### src/rtl/bist_controller.sv
// rtl/bist_controller.sv - BIST sequencer for the LFSR/MISR pair; optional abort input via BIST_ABORT_EN
module bist_controller #(
    parameter int                N_PATTERNS = 7,
    parameter int                CNT_W      = 4,
    parameter int                SIG_W      = 3,
    parameter logic [SIG_W-1:0]  GOLDEN_P0  = 3'b101,
    parameter logic [SIG_W-1:0]  GOLDEN_P1  = 3'b011
) (
    input  logic             CLK,
    input  logic             RST,
    input  logic             start,
`ifdef BIST_ABORT_EN
    input  logic             abort,
`endif
    input  logic [SIG_W-1:0] sig_in,
    output logic             lfsr_rst,
    output logic             lfsr_seed,
    output logic             lfsr_poly,
    output logic             misr_clr,
    output logic             misr_en,
    output logic             busy,
    output logic             done,
    output logic             pass,
    output logic [1:0]       fail_poly
);

    typedef enum logic [2:0] {
        S_IDLE,
        S_INIT,
        S_RUN,
        S_CHECK,
        S_DONE
    } state_t;

    localparam logic [CNT_W-1:0] LAST_CNT = CNT_W'(N_PATTERNS - 1);

    state_t           state;
    logic [CNT_W-1:0] cnt;
    logic             poly;
    logic             sig_bad;
    logic [1:0]       fail_next;
    logic             abort_hit;

    always_comb begin
        sig_bad = poly ? (sig_in != GOLDEN_P1) : (sig_in != GOLDEN_P0);
    end

    // Result vector as it will stand after the current CHECK cycle.
    always_comb begin
        fail_next       = fail_poly;
        fail_next[poly] = sig_bad;
    end

`ifdef BIST_ABORT_EN
    always_comb begin
        abort_hit = abort && (state == S_INIT || state == S_RUN || state == S_CHECK);
    end
`else
    always_comb begin
        abort_hit = 1'b0;
    end
`endif

    always_ff @(posedge CLK) begin
        if (!RST) begin
            state     <= S_IDLE;
            cnt       <= '0;
            poly      <= 1'b0;
            lfsr_rst  <= 1'b1;
            lfsr_seed <= 1'b0;
            lfsr_poly <= 1'b0;
            misr_clr  <= 1'b0;
            misr_en   <= 1'b0;
            busy      <= 1'b0;
            done      <= 1'b0;
            pass      <= 1'b0;
            fail_poly <= 2'b00;
        end else if (abort_hit) begin
            state     <= S_IDLE;
            cnt       <= '0;
            poly      <= 1'b0;
            lfsr_rst  <= 1'b1;
            lfsr_seed <= 1'b0;
            lfsr_poly <= 1'b0;
            misr_clr  <= 1'b0;
            misr_en   <= 1'b0;
            busy      <= 1'b0;
            done      <= 1'b0;
            pass      <= 1'b0;
            fail_poly <= 2'b11;
        end else begin
            done <= 1'b0;
            case (state)
                S_IDLE: begin
                    if (start) begin
                        state     <= S_INIT;
                        cnt       <= '0;
                        poly      <= 1'b0;
                        pass      <= 1'b0;
                        fail_poly <= 2'b00;
                        lfsr_rst  <= 1'b0;
                        lfsr_seed <= 1'b1;
                        misr_clr  <= 1'b1;
                        lfsr_poly <= 1'b0;
                        busy      <= 1'b1;
                    end
                end
                S_INIT: begin
                    state     <= S_RUN;
                    cnt       <= '0;
                    lfsr_seed <= 1'b0;
                    misr_clr  <= 1'b0;
                    misr_en   <= 1'b1;
                end
                S_RUN: begin
                    cnt <= cnt + 1'b1;
                    if (cnt == LAST_CNT) begin
                        state   <= S_CHECK;
                        misr_en <= 1'b0;
                    end
                end
                S_CHECK: begin
                    fail_poly <= fail_next;
                    if (!poly) begin
                        // Second pass with the other polynomial, reseeded and with a fresh MISR.
                        state     <= S_INIT;
                        poly      <= 1'b1;
                        cnt       <= '0;
                        lfsr_seed <= 1'b1;
                        misr_clr  <= 1'b1;
                        lfsr_poly <= 1'b1;
                    end else begin
                        state     <= S_DONE;
                        busy      <= 1'b0;
                        lfsr_rst  <= 1'b1;
                        lfsr_poly <= 1'b0;
                        done      <= 1'b1;
                        pass      <= ~|fail_next;
                    end
                end
                S_DONE: begin
                    state <= S_IDLE;
                end
                default: begin
                    state    <= S_IDLE;
                    lfsr_rst <= 1'b1;
                    busy     <= 1'b0;
                    misr_en  <= 1'b0;
                end
            endcase
        end
    end

endmodule

### config.mk
export PLATFORM = sky130hd
export DESIGN_NAME = bist_controller
export DESIGN_NICKNAME = d
export VERILOG_FILES = /design/src/rtl/bist_controller.sv
export SDC_FILE = /design/constraint.sdc
export NUM_CORES = 1
export LEC_CHECK = 0
export CORE_ASPECT_RATIO = 1.75
export CORE_MARGIN = 5
export CORE_UTILIZATION = 35
export CTS_BUF_LIST = sky130_fd_sc_hd__clkbuf_2 sky130_fd_sc_hd__clkbuf_4 sky130_fd_sc_hd__clkbuf_8
export DETAILED_ROUTE_END_ITERATION = 16
export HOLD_SLACK_MARGIN = 0.12
export SYNTH_ARGS = -nofsm -noshare
export SYNTH_HDL_FRONTEND = slang
export SYNTH_SLANG_ARGS = --single-unit
export TNS_END_PERCENT = 100
### constraint.sdc
create_clock -name CLK -period 2 [get_ports CLK]
set_clock_uncertainty 0.15 [all_clocks]
set_input_delay 0.4 -clock CLK [delete_from_list [all_inputs] [get_ports CLK]]
set_output_delay 0.4 -clock CLK [all_outputs]
set_load 0.005 [all_outputs]
After elaboration in Yosys (flattened, before gate mapping)
Cells that the tools add are included.

Register bits: 17. Bits of input ports: 6. Word-level logic and storage cells: 73.

$add $sub $neg: 1. $lt $le $gt $ge: 2. Equality and inequality tests: 11. Mux-type cells: 29. Bitwise operators: 2. Reduce and logical (&&, ||, !) cells: 17.

Operators with widths (number): $pmux W4 S4 (1); $pmux W1 S3 (4); $pmux W3 S4 (1); $reduce_and A3 Y1 (4); $mux W1 (11); $mux W3 (3); $mux W4 (2); $ne A2 B2 Y1 const B (4); $reduce_and A2 Y1 (4); $eq A3 B2 Y1 const B (2); $pmux W1 S2 (3); $reduce_or A3 Y1 (2); $add A4 B1 Y4 const B (1); $eq A4 B3 Y1 const B (1); $pmux W2 S2 (1); $reduce_bool A4 Y1 (1); $eq A3 B1 Y1 const B (1); $eq A3 B3 Y1 const B (1); $logic_not A3 Y1 (1); $ne A3 B2 Y1 const B (1); $ne A3 B3 Y1 const B (1); $reduce_bool A3 Y1 (1); $bwmux W2 (1); $lt A1 B2 Y1 const B (1); 8 further kinds (9).

Logic depth before layout (Yosys ltp)
Gate-level depths: netlist (run 1).

Depth after elaboration: 9. Depth in mapped cells: 5. Depth with buffers taken out: 5.

Least setup slack after synthesis (run 1)
OpenSTA, ideal clock, no wires.

Path type: reg-to-reg. Start: reg state[0]. End: reg lfsr_rst. Library setup time: 0.117 ns. Arrival time: 1.140 ns. Data required time: 1.733 ns. Setup slack: 0.593 ns. Stages on the path, launching flop included: 4. Path buffers: 1. Path through: dfxtp_1 -> or4b_1 -> buf_2 -> o22a_1.

Longest elaborated chain between the ends: 4. Elaborated cells between the ends (all ways): 11. Those cells by class: eq/ne (6); mux (1); bitwise (1); reduce/logical (3).

Ends and longest elaborated chain: start: declaration (line 37) `state_t state;`; start signal: assignment (line 66) `state <= S_IDLE;`; start signal: assignment (line 79) `state <= S_IDLE;`; start signal: assignment (line 96) `state <= S_INIT;`; $eq A3 B2 Y1 (tied with other cells) (line 93) `case (state)`; $reduce_or A3 Y1 (no source line); $not A1 Y1 (no source line); $reduce_and A3 Y1 (no source line); end signal: assignment (line 82) `lfsr_rst <= 1'b1;`; end signal: assignment (line 101) `lfsr_rst <= 1'b0;`; end signal: assignment (line 135) `lfsr_rst <= 1'b1;`; end: declaration (line 16) `output logic lfsr_rst,`.

Parallel ways exist; a longest one is shown, timed or not. A chain may end at the register's enable or synchronous reset.

Final worst setup path (run 1)
Start: reg state[1]. End: reg state[0].

Longest elaborated chain between the ends: 3. Elaborated cells between the ends (all ways): 8. Those cells by class: eq/ne (5); mux (1); reduce/logical (2).

Ends and longest elaborated chain (line): $eq A3 B2 Y1 or $logic_not A3 Y1 (tied branches) (93); $ne A2 B2 Y1 (no source line); $reduce_and A2 Y1 (no source line).

Parallel ways exist; a longest one is shown, timed or not.

==> results.toml, run 1 <==
[yosys]
synth.yosys.seq_area_share_pct = 41.3
synth_warnings = 0
synth_cell_types = 38
synth_cells = 94
avgSynthCellArea_um2 = 8.76
synth_nets = 102
netlist_area_um2 = 823
synth_seq_cells = 17

[setup_path]
critPathRequiredTime_ns = 1.99
critPathMaxFanout = 16
cp-start-kind = "flip-flop"
path_class = "flip-flop to flip-flop"
worst-r2r-setup-slack_ns = 0.29
cp-end-kind = "flip-flop"
cp.arrival_ns = 1.70

[detailed_routing]
post-route-drc-count = 0
ant_nets = 0
wire_per_inst_um = 13.1
wl_um = 1750
drtIter0Drc = 11
first_pass_iters = 2
vias = 727
viasPerCell = 5.43

[clocking]
clk_path_buf_depth = 2
htreeDepth = 1
clock_sinks = 17
clock_latency_ns = 0.24
cts_setup_buffers = 0
cts.clk_slew.worst_paths_ns = 0.06
cts_tree = "built"
hold_buffers = 0
cts_resized = 0
cts_root_buffer = "clkbuf_8"
cts_buffers = 3

[floorplanning]
die_w_um = 46.7
start_util_pct = 36.2
die_y_um = 74.2
core-area_um2 = 2270
dieArea_um2 = 3460
pin_count = 16
rows = 23

[placed_design]
place_ws_ns = 0.0564
place_hpwl_um = 1370
portBuffers = 15
finalWeightedCongestion = 0.724
post_dp_cell_area_um2 = 988

[timing]
layout_setup_ws_ns = 0.290
setup-violations-final = 0
slew_headroom_pct = 66.3
setup_tns_ns = 0
max_freq_mhz = 585
rsz0062_at_grt = "false"
worst_pin_slew_ns = 0.504
post-route-period-util_pct = 85.5
slew_violations = 0
finalCriticalPeriod_ns = 1.71
hold_viol = 0

[pwr]
netSwitchingPower_mw = 0.324
vdd_drop_max_v = 0.000483
total_power_mw = 1.03
p_leak_nw = 0.398
power.density_nw_per_um2 = 997
power_frac_comb_pct = 28.1
seqPwrFrac_pct = 46.4
p_int_mw = 0.711
p_sw_share_pct = 31.3
clkPwrFrac_pct = 25.5

[global_routing]
grt_usage_pct = 11.7
grt_pass1_vias = 717
antenna_found_initial = 0
grt_pass1_wl_um = 3060
grt_max_degree = 17
grt_remaining_overflow = 0

[cells_and_area]
drive_gt1_share_pct = 7.34
nets = 118
finish.instance_area_um2 = 1040
layout_commonest_cell = "dfxtp_1"
utilization_pct = 45.6
syn2layout_area_growth_pct = 26.0
antenna_cells = 0
layout_common_cells = "dfxtp_1, clkdlybuf4s50_1, nand2_1, nor2_1, a21oi_1"

[status]
outcome = "finished, final reports clean"

[hold_path]
worstHoldPathType = "flip-flop to flip-flop"

[run]
cap_violations = 0
## worst max-delay path, cell delays in order, from the launching register on
cell and delay (ns):
dfxtp_1 0.64, nor3b_2 0.45, nand2_1 0.15, and4b_1 0.22
## final timing paths
check,startpoint,to,cells past startpoint
worst max-delay path,state[1],state[0],3
worst min register to register,cnt[3],cnt[3],2
worst max register to register,state[1],state[0],3
worst min-delay path,cnt[3],cnt[3],2
## per-layer routing
metal | wire length [µm] | up-vias | GRT usage (%)
met5 | 0 | - | 0
met4 | 0 | 0 | 3.69
met3 | 54 | 0 | 2.18
met2 | 991 | 11 | 22.7
met1 | 706 | 342 | 11.9
li1 | - | 374 | -
## cells by family (layout without fill, tap and decap cells)
kind of cell    count (synthesis)  in the layout  share of synthesized area, %
flops                          17             17                          41.3
buf+inv                        11             26                          6.53
fa+ha+maj                       2              2                          3.04
xor+xnor                        1              1                          1.06
compound gates                 23             23                          19.0
simple gates                   40             40                          29.0
## cell type report
class                           count  area [µm²]
Fill cell                         228        1240
Timing Repair Buffer               18         173
Tap cell                           25        31.3
Clock buffer                        4        48.8
Sequential cell                    17         340
Inverter                            4        15.0
Multi-Input combinational cell     66         429
## state kept, by name (all words and copies together) (netlist names)
name	count
busy	1
cnt	4
done	1
fail_poly	2
lfsr_poly	1
lfsr_rst	1
misr_clr	1
misr_en	1
pass	1
poly	1
state	3
## cells in the mapped netlist
master	n	share of area, %
dfxtp_1	17	41
nand3_1	3	1.8
and3_1	3	2.3
a221o_1	1	1.2
nor3b_2	1	1.5
a22o_1	1	1.1
a211o_1	1	1.1
o221a_1	1	1.4
a21o_1	1	0.91
nand4_1	1	0.76
and4b_1	1	1.2
nand2_1	7	3.2
xnor2_1	1	1.1
a21oi_1	7	4.3
nor2b_1	1	0.76
a311oi_1	1	1.1
nand2b_1	2	1.5
inv_1	4	1.8
or4b_1	1	1.2
or3b_1	1	1.1
o22ai_1	3	2.3
nor3b_1	1	0.91
nor3_1	2	1.2
nand4b_1	1	1.1
buf_2	4	2.4
nand3b_1	4	3.6
o22a_1	1	1.1
o31ai_1	1	0.91
and2_1	1	0.76
or3_1	1	0.76
o41ai_1	1	1.1
nor2_1	7	3.2
o21ai_0	3	1.8
clkbuf_1	1	0.46
ha_1	2	3.0
and3b_1	2	2.1
buf_4	2	1.8
a211oi_1	1	0.91
## power by group through the flow
stage | logic (mW) | clock network (mW) | registers, mW
final | 0.291 | 0.264 | 0.480
after global routing | 0.325 | 0.283 | 0.496
after CTS | 0.297 | 0.272 | 0.480
after detailed placement | 0.295 | 0 | 0.488
after global placement | 0.290 | 0 | 0.486
after floorplan | 0.232 | 0 | 0.439
## through the flow
stage | hold WS [ns] | cells
after floorplan | 0.288 | 94
after global placement | 0.300 | 130
after detailed placement | 0.309 | 130
after CTS | 0.321 | 134
after global routing | 0.341 | 134
final | 0.315 | 134
Power figures use the tool's default switching activity.
==> run 2: changes to the inputs <==
- CTS_CLUSTER_DIAMETER: not set -> 100
- HOLD_SLACK_MARGIN: 0.12 -> 0.15
- SKIP_CTS_REPAIR_TIMING: not set -> 1
==> results of run 2 <==
No change in the layout: final DEF, timing and power equal those of run 1.
==> run 3: changes to the inputs <==
- SETUP_SLACK_MARGIN: not set -> 0.4
- clock period: 2 -> 2.05 ns (I/O delays scaled with it)
==> run 3 against run 2 <==
Sequential power about the same. Critical path depth stayed put. Power is essentially flat. Via count is 2.1% higher. Clock power down 2%. Sequential share of layout area is 0.97 points lower. Wire length increased by 7.2%. Core utilization rose by 2.3 points. Final area up 4.9%. Count of clock-buffer cells in the layout is the same. Flip-flop and latch count stayed put. Cell count unchanged.
==> results.toml, run 3 (same netlist as run 1, synthesis figures left out) <==
[global_routing]
use_met2_pct = 22.7
antenna_found_initial = 0
grt_remaining_overflow = 0
grt_max_degree = 17
grt_pass1_wl_um = 3060
grt_pass1_vias = 717
use_met1_pct = 11.9
grt_usage_pct = 11.7
use_met3_pct = 2.18
grt_busiest_layer = "met2"

[setup_path]
worst-r2r-setup-slack_ns = 0.52
r2r_cells = 2
critPathMaxFanout = 6
cp.arrival_ns = 1.62
path_class = "primary input to flip-flop"
cp-end-kind = "flip-flop"
reg2reg_from = "state[2]"
reg2reg_to = "lfsr_rst"
cp-start-kind = "primary input"
critPathRequiredTime_ns = 2.04

[clocking]
clock_latency_ns = 0.25
clock_sinks = 17
cts_tree = "built"
cts_buffers = 3
cts.clk_slew.worst_paths_ns = 0.06
cts_root_buffer = "clkbuf_8"
clk_path_buf_depth = 2
htreeDepth = 1

[pwr]
seqPwrFrac_pct = 46.2
p_int_mw = 0.706
vdd_drop_max_v = 0.000461
clkPwrFrac_pct = 25.0
power.density_nw_per_um2 = 951
p_leak_nw = 0.540
p_sw_share_pct = 31.8
power_frac_comb_pct = 28.8
netSwitchingPower_mw = 0.330
total_power_mw = 1.04

[placed_design]
finalWeightedCongestion = 0.724
place_ws_ns = 0.0964
dp.cells = 130
portBuffers = 15
post_dp_cell_area_um2 = 988
place_hpwl_um = 1370

[timing]
layout_setup_ws_ns = 0.421
slew_violations = 0
hold_viol = 0
slew_headroom_pct = 66.7
rsz0062_at_grt = "false"
setup-violations-final = 0
worst_pin_slew_ns = 0.499
setup_tns_ns = 0
finalCriticalPeriod_ns = 1.63
hold_slack_ns = 0.298
post-route-period-util_pct = 79.5
max_freq_mhz = 614

[detailed_routing]
wl_um = 1880
drtIter0Drc = 10
first_pass_iters = 4
vias = 742
ant_nets = 0
post-route-drc-count = 0
wire_per_inst_um = 14.0
viasPerCell = 5.54

[cells_and_area]
layout_commonest_cell = "dfxtp_1"
multi_input_area_um2 = 452
layout_common_cells = "dfxtp_1, dlymetal6s2s_1, nand2_1, nor2_1, clkdlybuf4s50_1"
antenna_cells = 0
largest_reg_flops = 4
syn2layout_area_growth_pct = 32.2
layoutNonFillerInstCount = 134
drive_gt1_share_pct = 15.6
seqCellArea_um2 = 347
largest_register = "cnt"
utilization_pct = 47.9
nets = 118
fillCellCount = 228
largestRegisters = "cnt x4, state x3, fail_poly x2"
finish.instance_area_um2 = 1090

[status]
outcome = "finished, final reports clean"

[hold_path]
hold_end = "pass"
worstHoldPathType = "flip-flop to flip-flop"
whs_path_depth = 1
min_from = "fail_poly[0]"

[run]
cap_violations = 0

[floorplanning]
pin_count = 16
die_w_um = 46.7
dieArea_um2 = 3460
start_util_pct = 36.2
core-area_um2 = 2270
die_y_um = 74.2
rows = 23
[run 3: worst max-delay path by stage]
stage	startpoint	end	slack [ns]	cells after the start
finish	start	lfsr_rst	0.42	3
global route	start	lfsr_rst	0.40	3
CTS	state[1]	state[0]	0.32	3
detailed placement	start	lfsr_rst	0.1	3
global placement	start	lfsr_rst	0.12	3
floorplan	start	lfsr_rst	0.64	3
[run 3: worst max-delay path, stage by stage]
cell and delay (ns):
clkdlybuf4s50_1 0.48, or4b_4 0.52, o22a_1 0.22
[run 3: layout make-up]
class | instances | share of cell area (%)
inverters | 4 | 1.38
clock buffers | 4 | 4.48
flip-flops and latches | 17 | 31.8
repair buffers | 18 | 17.9
well taps | 25 | 2.87
multi-input cells | 66 | 41.5
[run 3: power by group through the flow]
stage | logic [mW] | registers (mW) | clock network (mW)
2_1_floorplan | 0.227 | 0.429 | 0
3_3_place_gp | 0.283 | 0.474 | 0
3_5_place_dp | 0.288 | 0.476 | 0
4_1_cts | 0.290 | 0.469 | 0.265
5_1_grt | 0.330 | 0.495 | 0.276
6_report | 0.298 | 0.478 | 0.259
[run 3: per-layer routing]
metal  share of wire [%]  wire (µm)  vias up
li1                    -          -      373
met5                   0          0        -
met2                  56       1060       15
met4                0.59         11        0
met1                  39        740      352
met3                 3.7         69        2
